===== src/rtl/uart_rx_pkg.sv =====
// Shared UART receiver definitions: default bit timing and FSM state type.
package uart_rx_pkg;

   localparam int UART_CLKS_PER_BIT = 104;

   typedef enum logic [2:0] {
      ST_IDLE,
      ST_CHECK_START,
      ST_READ_BITS,
      ST_CHECK_STOP,
      ST_RECOVER
   } rx_state_e;

   function automatic int half_bit(input int cpb);
      return cpb / 2;
   endfunction

endpackage


===== src/rtl/uart_rx_sync.sv =====
// Two-flop synchronizer for an asynchronous input pin.
module uart_rx_sync #(
   parameter logic RST_VAL = 1'b1
) (
   input  logic clock,
   input  logic reset_n,
   input  logic i_async,
   output logic o_sync
);

   logic r_meta;
   logic r_sync;

   always_ff @(posedge clock or negedge reset_n) begin
      if (!reset_n) begin
         r_meta <= RST_VAL;
         r_sync <= RST_VAL;
      end else begin
         r_meta <= i_async;
         r_sync <= r_meta;
      end
   end

   assign o_sync = r_sync;

endmodule


===== src/rtl/uart_rx.sv =====
// 8N1 LSB-first UART receiver with start-glitch rejection and framing-error reporting.
module uart_rx
   import uart_rx_pkg::*;
#(
   parameter int CLKS_PER_BIT = UART_CLKS_PER_BIT
) (
   input  logic       clock,
   input  logic       reset_n,
   input  logic       rx,
   output logic       received,
   output logic [7:0] rx_byte,
   output logic       is_receiving,
   output logic       recv_error
);

   localparam int              CW      = $clog2(CLKS_PER_BIT);
   localparam logic [CW-1:0]   HALF_M1 = CW'(half_bit(CLKS_PER_BIT) - 1);
   localparam logic [CW-1:0]   BIT_M1  = CW'(CLKS_PER_BIT - 1);

   logic      w_rx_s;
   rx_state_e r_state, w_state;
   logic [CW-1:0] r_cnt, w_cnt;
   logic [2:0] r_idx, w_idx;
   logic [7:0] r_shift, w_shift;
   logic [7:0] r_byte, w_byte;
   logic r_recv, w_recv;
   logic r_err, w_err;
   logic r_busy, w_busy;

   uart_rx_sync #(.RST_VAL(1'b1)) u_sync (
      .clock   (clock),
      .reset_n (reset_n),
      .i_async (rx),
      .o_sync  (w_rx_s)
   );

   always_ff @(posedge clock or negedge reset_n) begin
      if (!reset_n) begin
         r_state <= ST_IDLE;
         r_cnt   <= '0;
         r_idx   <= '0;
         r_shift <= '0;
         r_byte  <= '0;
         r_recv  <= 1'b0;
         r_err   <= 1'b0;
         r_busy  <= 1'b0;
      end else begin
         r_state <= w_state;
         r_cnt   <= w_cnt;
         r_idx   <= w_idx;
         r_shift <= w_shift;
         r_byte  <= w_byte;
         r_recv  <= w_recv;
         r_err   <= w_err;
         r_busy  <= w_busy;
      end
   end

   always_comb begin
      w_state = r_state;
      w_cnt   = r_cnt;
      w_idx   = r_idx;
      w_shift = r_shift;
      w_byte  = r_byte;
      w_recv  = 1'b0;
      w_err   = 1'b0;
      case (r_state)
         ST_IDLE: begin
            if (!w_rx_s) begin
               w_state = ST_CHECK_START;
               w_cnt   = HALF_M1;
            end
         end
         ST_CHECK_START: begin
            if (r_cnt != '0) begin
               w_cnt = r_cnt - CW'(1);
            end else if (w_rx_s) begin
               // Line went back high before mid-start: treat as noise.
               w_state = ST_IDLE;
            end else begin
               w_state = ST_READ_BITS;
               w_cnt   = BIT_M1;
               w_idx   = '0;
            end
         end
         ST_READ_BITS: begin
            if (r_cnt != '0) begin
               w_cnt = r_cnt - CW'(1);
            end else begin
               w_shift = {w_rx_s, r_shift[7:1]};
               w_cnt   = BIT_M1;
               if (r_idx == 3'd7) w_state = ST_CHECK_STOP;
               else               w_idx   = r_idx + 3'd1;
            end
         end
         ST_CHECK_STOP: begin
            if (r_cnt != '0) begin
               w_cnt = r_cnt - CW'(1);
            end else if (w_rx_s) begin
               w_byte  = r_shift;
               w_recv  = 1'b1;
               w_state = ST_IDLE;
            end else begin
               w_err   = 1'b1;
               w_state = ST_RECOVER;
            end
         end
         ST_RECOVER: begin
            // Hold off until a break/low line releases, so no false start fires.
            if (w_rx_s) w_state = ST_IDLE;
         end
         default: w_state = ST_IDLE;
      endcase
      w_busy = (w_state == ST_CHECK_START) || (w_state == ST_READ_BITS) ||
               (w_state == ST_CHECK_STOP);
   end

   assign received     = r_recv;
   assign rx_byte      = r_byte;
   assign is_receiving = r_busy;
   assign recv_error   = r_err;

endmodule


===== config.mk =====
export PLATFORM = sky130hd
export DESIGN_NAME = uart_rx
export DESIGN_NICKNAME = d
export VERILOG_FILES = /design/src/rtl/uart_rx_pkg.sv /design/src/rtl/uart_rx_sync.sv /design/src/rtl/uart_rx.sv
export SDC_FILE = /design/constraint.sdc
export NUM_CORES = 1
export LEC_CHECK = 0
export CAP_MARGIN = 0
export CELL_PAD_IN_SITES_DETAIL_PLACEMENT = 1
export CELL_PAD_IN_SITES_GLOBAL_PLACEMENT = 2
export CORE_MARGIN = 4
export CORE_UTILIZATION = 40
export CTS_BUF_LIST = sky130_fd_sc_hd__clkbuf_8
export DETAILED_ROUTE_END_ITERATION = 12
export GPL_ROUTABILITY_DRIVEN = 0
export PLACE_DENSITY = 0.8
export SLEW_MARGIN = 20
export SYNTH_ARGS = -nofsm -noshare
export SYNTH_HDL_FRONTEND = slang
export SYNTH_SLANG_ARGS = --single-unit

===== constraint.sdc =====
create_clock -name clock -period 2.82 [get_ports clock]
set_input_delay 0.282 -clock clock [delete_from_list [all_inputs] [get_ports clock]]
set_output_delay 0.282 -clock clock [all_outputs]
set_load 0.02 [all_outputs]

==> results.md, run 1 <==
- Clk root buf: clkbuf_8
- Critical-path cell list: inv_1, ha_1, or4b_4, or3_4, nor2_4, nand4_4, mux2_2
- Die X: 69.6 µm
- Sequential share of power: 0.565
- Status: completed
- MaxCap Viol Count: 0
- Peak VDD IR: approximately 280 µV
- Post-CTS setup buffers: 0
- Clock power frac: 0.417
- Area grow syn2layout: 18.4%
- H-tree depth: 2
- Routed length per instance: 15.4 µm
- Minimum clock period: 2.37 ns
- Share of cells above drive strength 1: 0.248
- Final Core Density: 0.491
- Aggregate routed wire length: 2980 µm
- Vias in the first global route: about 1100
- Largest net degree at the start of global routing: 35
- # diodes: 0
- Share of flip-flops with an asynchronous set or reset: 1.00
- GRT overflow: 0
- CP max-delay cell: or4b_4
- Hold Crit Class: reg2reg
- Hold buffers post-CTS: 0
- Die H: 69.6 µm
- Filler Cell Count: about 380
- First-pass GRT wire length: 5400 µm
- Crit path largest cell delay: between 0.5 and 0.6 ns
- Routed Antenna Nets: 0
- Critical path capture point: rx_byte[3]$_DFFE_PN0P_
- R2R Path Start: r_cnt[0]$_DFFE_PN0P_
- Top area cells in the synthesized netlist: dfrtp_1 (53%), mux2_2 (12%), dfstp_2 (3.5%)
- Most common library cells after synthesis: dfrtp_1 (32), mux2_2 (16), inv_1 (9), nor2_1 (9), o21ai_0 (8)
- Final Cell Area: between 0.0015 and 0.002 mm²
- All-Layer GR Usage: 0.144
- F_max: about 0.42 GHz
- Final nets: 150
- CTS tree: built
- Clock Skew: about 0.0042 ns
- Synth area leader: dfrtp_1
- Syn_nets: 132
- Core Region: 0.00366 mm²
- Total power: 0.872 mW
- Setup violations, final: 0
- Fin. Hold Viols: 0
- Worst-path maximum fanout: 9
- WP data required: about 3 ns
- Most used DFF post-synth: dfrtp_1
- Switching Share: 0.210
- Post-Syn Area: 0.00152 mm²
- Vias per std cell: 5.21
- Post-synthesis cell count: ~130
- Unrepaired setup endpoints after global routing: false
- Yosys top cell area share: 0.528
- Setup crit start: r_cnt[0]$_DFFE_PN0P_
- Mapped Avg Cell Area: 12.0 µm²
- CTS buffer count: 5
- Worst reg2reg path depth: 7
- DP HPWL: 2120 µm
- Number of gates resized after CTS: 0
- Worst EP arrival: 2.54 ns
- Die Area: 0.00484 mm²
- Register area share after synthesis: 0.562
- Relative slew slack: 0.691
- # port buffers: 13
- Skew-Pair Late Insertion Delay: 0.28 ns
- CTS max path bufs: 2
- Gate power share: 0.018
- Top-count cell post-synth: dfrtp_1
- Routed via count: a little over 1000
- Kind of critical path: reg2reg
- Post-route DRC: 0
- Initial antenna violation count: 0
- Pwr Density: 485 mW/mm²
- P_int: just under 0.7 mW
- Critical Path End Type: flip-flop
- Tightest Pin Transition: 0.463 ns
- Placed cell area: roughly 0.0017 mm²
- Flop2flop setup slack: 0.45 ns
- Max Slew Vio Count: 0
- Router iterations before antenna repair: 3
- Net Sw Power: 0.183 mW
- WHS: 0.361 ns
- Hold Path Depth: 0
- Fin crit share: 0.841
- Clk sinks: 34
- Initial DRC count: 39
- Post-synth cell types: 36
- Setup TNS: 0 ns
- Yosys reg bits: 34
- Startpoint types: flip-flop
- Post-synth EDFFs: 0
- # IOs: 14
- Num rows: 22
- Worst r2r dst: rx_byte[3]$_DFFE_PN0P_
- Clock transition at the registers of the reported paths: around 0.070 ns
- Static Leak: 0.870 nW
- Synth warn: 0
- Initial core utilization: 0.415
[stage by stage]
stage,setup slack [ns],instances
floorplan,0.583,126
global placement,0.507,185
detailed placement,0.446,185
CTS,0.431,193
global route,0.292,193
finish,0.448,193
[per-layer routing]
layer	global-route usage	share of wire
met3	0.0478	0.035
met4	0.0781	0.027
met5	0	0
met1	0.174	0.46
met2	0.225	0.48
[flip-flops by register name (all words and copies together), names as in the netlist]
| signal | cells |
|---|---|
| recv_error | 1 |
| r_state | 3 |
| r_shift | 8 |
| is_receiving | 1 |
| r_idx | 3 |
| received | 1 |
| rx_byte | 8 |
| u_sync.o_sync | 1 |
| r_cnt | 7 |
| u_sync.r_meta | 1 |
[placed cells by master (no fill, tap or decap), types with 2 or more instances in the layout]
cell / instances
a21o_1: 2
a21oi_1: 3
and3_1: 2
buf_4: 2
clkbuf_8: 6
clkdlybuf4s50_1: 13
dfrtp_1: 32
dfstp_2: 2
ha_1: 3
inv_1: 10
mux2_2: 16
nand2_1: 4
nand2b_1: 2
nand3_1: 4
nor2_1: 9
nor3_1: 3
o21ai_0: 8
o22ai_1: 2
or2_2: 3
[critical path: cells and delay by family, from the launching register on]
| kind | cells | cell delay (ns) |
|---|---|---|
| AND/OR/NAND/NOR | 4 | 1.23 |
| flip-flops | 1 | 0.41 |
| multiplexers | 1 | 0.34 |
| adder cells (fa/ha/maj) | 1 | 0.20 |
| buffers and inverters | 1 | 0.07 |
[power by group through the flow]
| stage | clock [mW] | sequential, mW | combinational (mW) |
|---|---|---|---|
| after floorplan | 0 | 0.500 | 0.00445 |
| after global routing | 0.406 | 0.493 | 0.0181 |
| final | 0.363 | 0.493 | 0.0154 |
| after detailed placement | 0 | 0.502 | 0.0165 |
| after CTS | 0.383 | 0.493 | 0.0164 |
| after global placement | 0 | 0.502 | 0.0161 |
[cell type report]
type                       count  area (µm²)  share of cell area
multi-input combinational     79         613               0.341
timing repair buffer          15         145              0.0808
tap                           48        60.1              0.0334
inverter                       9        33.8              0.0188
sequential                    34         853               0.475
clock inverter                 2        8.76             0.00487
clock buffer                   6        82.6              0.0460
[kinds of logic after synthesis]
kind of cell	Yosys count	share of synthesized area
AOI/OAI and AO/OA	22	0.102
adders and majority gates	3	0.0247
buffers and inverters	13	0.0338
DFF	34	0.562
muxes	17	0.125
and+or+nand+nor	37	0.152
[how the worst min path moves through the flow]
stage | from | to
6_report | u_sync.r_meta$_DFF_PN1_ | u_sync.o_sync$_DFF_PN1_
5_1_grt | u_sync.r_meta$_DFF_PN1_ | u_sync.o_sync$_DFF_PN1_
4_1_cts | u_sync.r_meta$_DFF_PN1_ | u_sync.o_sync$_DFF_PN1_
3_5_place_dp | u_sync.r_meta$_DFF_PN1_ | u_sync.o_sync$_DFF_PN1_
3_3_place_gp | u_sync.r_meta$_DFF_PN1_ | u_sync.o_sync$_DFF_PN1_
2_1_floorplan | reset_n | is_receiving$_DFF_PN0_
(Power assumes the default switching activity.)
==> run 2, diff against run 1 <==
CORE_UTILIZATION = 36   (was 40)
PLACE_DENSITY = 0.76   (was 0.8)
clock period = 1.9 ns   (was 2.82 ns; I/O delays follow)
==> results.md, run 2 (synthesis results as in run 1) <==
- Setup crit start: r_cnt[1]$_DFFE_PN0P_ (was r_cnt[0]$_DFFE_PN0P_)
- Setup violations, final: 32 (was 0)
- # diodes: 0 (unchanged)
- DP HPWL: 2320 µm (was 2120 µm)
- Area grow syn2layout: 34.7% (was 18.4%)
- # IOs: 14 (unchanged)
- Largest net degree at the start of global routing: 35 (unchanged)
- Failing checks: negative setup slack
- Die X: 72.9 µm (was 69.6 µm)
- Leading cell type in the layout, fill and taps excluded: dfrtp_1 (unchanged)
- Critical path capture point: rx_byte[2]$_DFFE_PN0P_ (was rx_byte[3]$_DFFE_PN0P_)
- Die H: 72.9 µm (was 69.6 µm)
- Static Leak: 0.983 nW (was 0.870 nW)
- Hold buffers post-CTS: 0 (unchanged)
- First-pass GRT wire length: 6190 µm (was 5400 µm)
- Core Region: 0.00403 mm² (was 0.00366 mm²)
- Minimum clock period: 2.27 ns (was 2.37 ns)
- Routed length per instance: 16.0 µm (was 15.4 µm)
- Critical Path End Type: flip-flop (unchanged)
- Max Slew Vio Count: 0 (unchanged)
- CTS max path bufs: 2 (unchanged)
- Sequential Area: 853 µm² (unchanged)
- All-Layer GR Usage: 0.151 (was 0.144)
- Aggregate routed wire length: 3440 µm (was 2980 µm)
- Post-route DRC: 0 (unchanged)
- Hold Crit Class: in2async (was reg2reg)
- WHS: 0.311 ns (was 0.361 ns)
- Pwr Density: 678 mW/mm² (was 485 mW/mm²)
- Pre-CTS setup slack: -0.474 ns (was 0.446 ns)
- Relative slew slack: 0.620 (was 0.691)
- CTS buffer count: 5 (unchanged)
- MaxCap Viol Count: 0 (unchanged)
- Skew-Pair Late Insertion Delay: 0.29 ns (was 0.28 ns)
- Final nets: 170 (was 150)
- Die Area: 0.00532 mm² (was 0.00484 mm²)
- Commonest cells after routing, fill and taps aside: dfrtp_1 (32), buf_4 (19), mux2_2 (14) (was dfrtp_1 (32), mux2_2 (16), clkdlybuf4s50_1 (13))
- Worst reg2reg path depth: 7 (unchanged)
- Worst EP arrival: 2.44 ns (was 2.54 ns)
- Unrepaired setup endpoints after global routing: true (was false)
- Num rows: 23 (was 22)
- Initial antenna violation count: 0 (unchanged)
- Vias in the first global route: 1218 (was 1113)
- Worst-path maximum fanout: 5 (was 9)
- CTS tree: built (unchanged)
- Fin. Hold Viols: 0 (unchanged)
- Tightest Pin Transition: 0.568 ns (was 0.463 ns)
- Initial DRC count: 38 (was 39)
- Clk sinks: 34 (unchanged)
- Router iterations before antenna repair: 4 (was 3)
- Clock Skew: 0.0101 ns (was 0.00421 ns)
- Vias per std cell: 5.18 (was 5.21)
- Kind of critical path: reg2reg (unchanged)
- Flop2flop setup slack: -0.37 ns (was 0.45 ns)
- Fin crit share: 1.20 (was 0.841)
- GRT overflow: 0 (unchanged)
- # port buffers: 13 (unchanged)
- F_max: 0.440 GHz (was 0.422 GHz)
- Peak VDD IR: 600 µV (was 282 µV)
- Clock transition at the registers of the reported paths: 0.08 ns (was 0.07 ns)
- Filler Cell Count: 440 (was 381)
- Startpoint types: flip-flop (unchanged)
- R2R Path Start: r_cnt[1]$_DFFE_PN0P_ (was r_cnt[0]$_DFFE_PN0P_)
- Routed Antenna Nets: 0 (unchanged)
- Worst r2r dst: rx_byte[2]$_DFFE_PN0P_ (was rx_byte[3]$_DFFE_PN0P_)
- Routed via count: 1113 (was 1006)
- Share of cells above drive strength 1: 0.412 (was 0.248)
- Initial core utilization: 0.377 (was 0.415)
- Multi-input logic area: 689 µm² (was 613 µm²)
- WP data required: 2.06 ns (was 2.99 ns)
- Status: complete, but fails checks (was completed)
- H-tree depth: 2 (unchanged)
- Setup ws final: -0.373 ns (was 0.448 ns)
- Clk root buf: clkbuf_8 (unchanged)
- Final Core Density: 0.507 (was 0.491)
## run 2: metrics by stage
stage | cell area [µm²] | instances | total power [mW] | setup TNS, ns
2_1_floorplan | 1530 | 126 | 0.748 | -5.76
3_3_place_gp | 1800 | 198 | 0.770 | -8.10
3_5_place_dp | 1800 | 198 | 0.771 | -10.14
4_1_cts | 2020 | 213 | 1.41 | -6.04
5_1_grt | 2040 | 215 | 1.46 | -9.16
6_report | 2040 | 215 | 1.39 | -6.55
## run 2: how the worst min path moves through the flow
stage / start / end / slack (ns) / cells after the start
2_1_floorplan: reset_n / is_receiving$_DFF_PN0_ / -0.11 / 0
3_3_place_gp: u_sync.r_meta$_DFF_PN1_ / u_sync.o_sync$_DFF_PN1_ / 0.35 / 0
3_5_place_dp: u_sync.r_meta$_DFF_PN1_ / u_sync.o_sync$_DFF_PN1_ / 0.35 / 0
4_1_cts: rx / u_sync.r_meta$_DFF_PN1_ / 0.31 / 1
5_1_grt: rx / u_sync.r_meta$_DFF_PN1_ / 0.30 / 1
6_report: reset_n / r_cnt[6]$_DFFE_PN0P_ / 0.31 / 2
## run 2: what timing repair did
item	CTS	global route
setup buffers	6	3
resized for setup	17	3
endpoints found under the setup margin	32	32
pin swaps	4	1
cloned	1	0
## run 2: critical path, cell delays in order (launching register included)
cell and delay [ns]:
dfrtp_1 0.39, inv_2 0.09, ha_4 0.14, or4b_4 0.46, or3_4 0.43, nor2_4 0.16, nand4_4 0.16, mux2_4 0.33
## run 2: layout make-up
cell class | count | area share
Sequential cell | 34 | 0.417
Multi-Input combinational cell | 80 | 0.337
Timing Repair Buffer | 34 | 0.144
Clock buffer | 8 | 0.0539
Tap cell | 50 | 0.0306
Inverter | 9 | 0.0165
## run 2: report_power, final
group / internal [mW] / leakage (nW) / total, mW / switching, mW
Combinational: 0.00855 / 0.478 / 0.0290 / 0.0204
Clock: 0.366 / 0.0575 / 0.630 / 0.264
Sequential: 0.727 / 0.448 / 0.728 / 0.000909
## run 2: layer usage
layer | vias to the layer above | track usage | part of all wire
met1 | 562 | 0.205 | 0.48
met5 | - | 0 | 0
met4 | 0 | 0.0492 | 0.016
li1 | 526 | - | -
met3 | 7 | 0.0413 | 0.022
met2 | 18 | 0.234 | 0.49
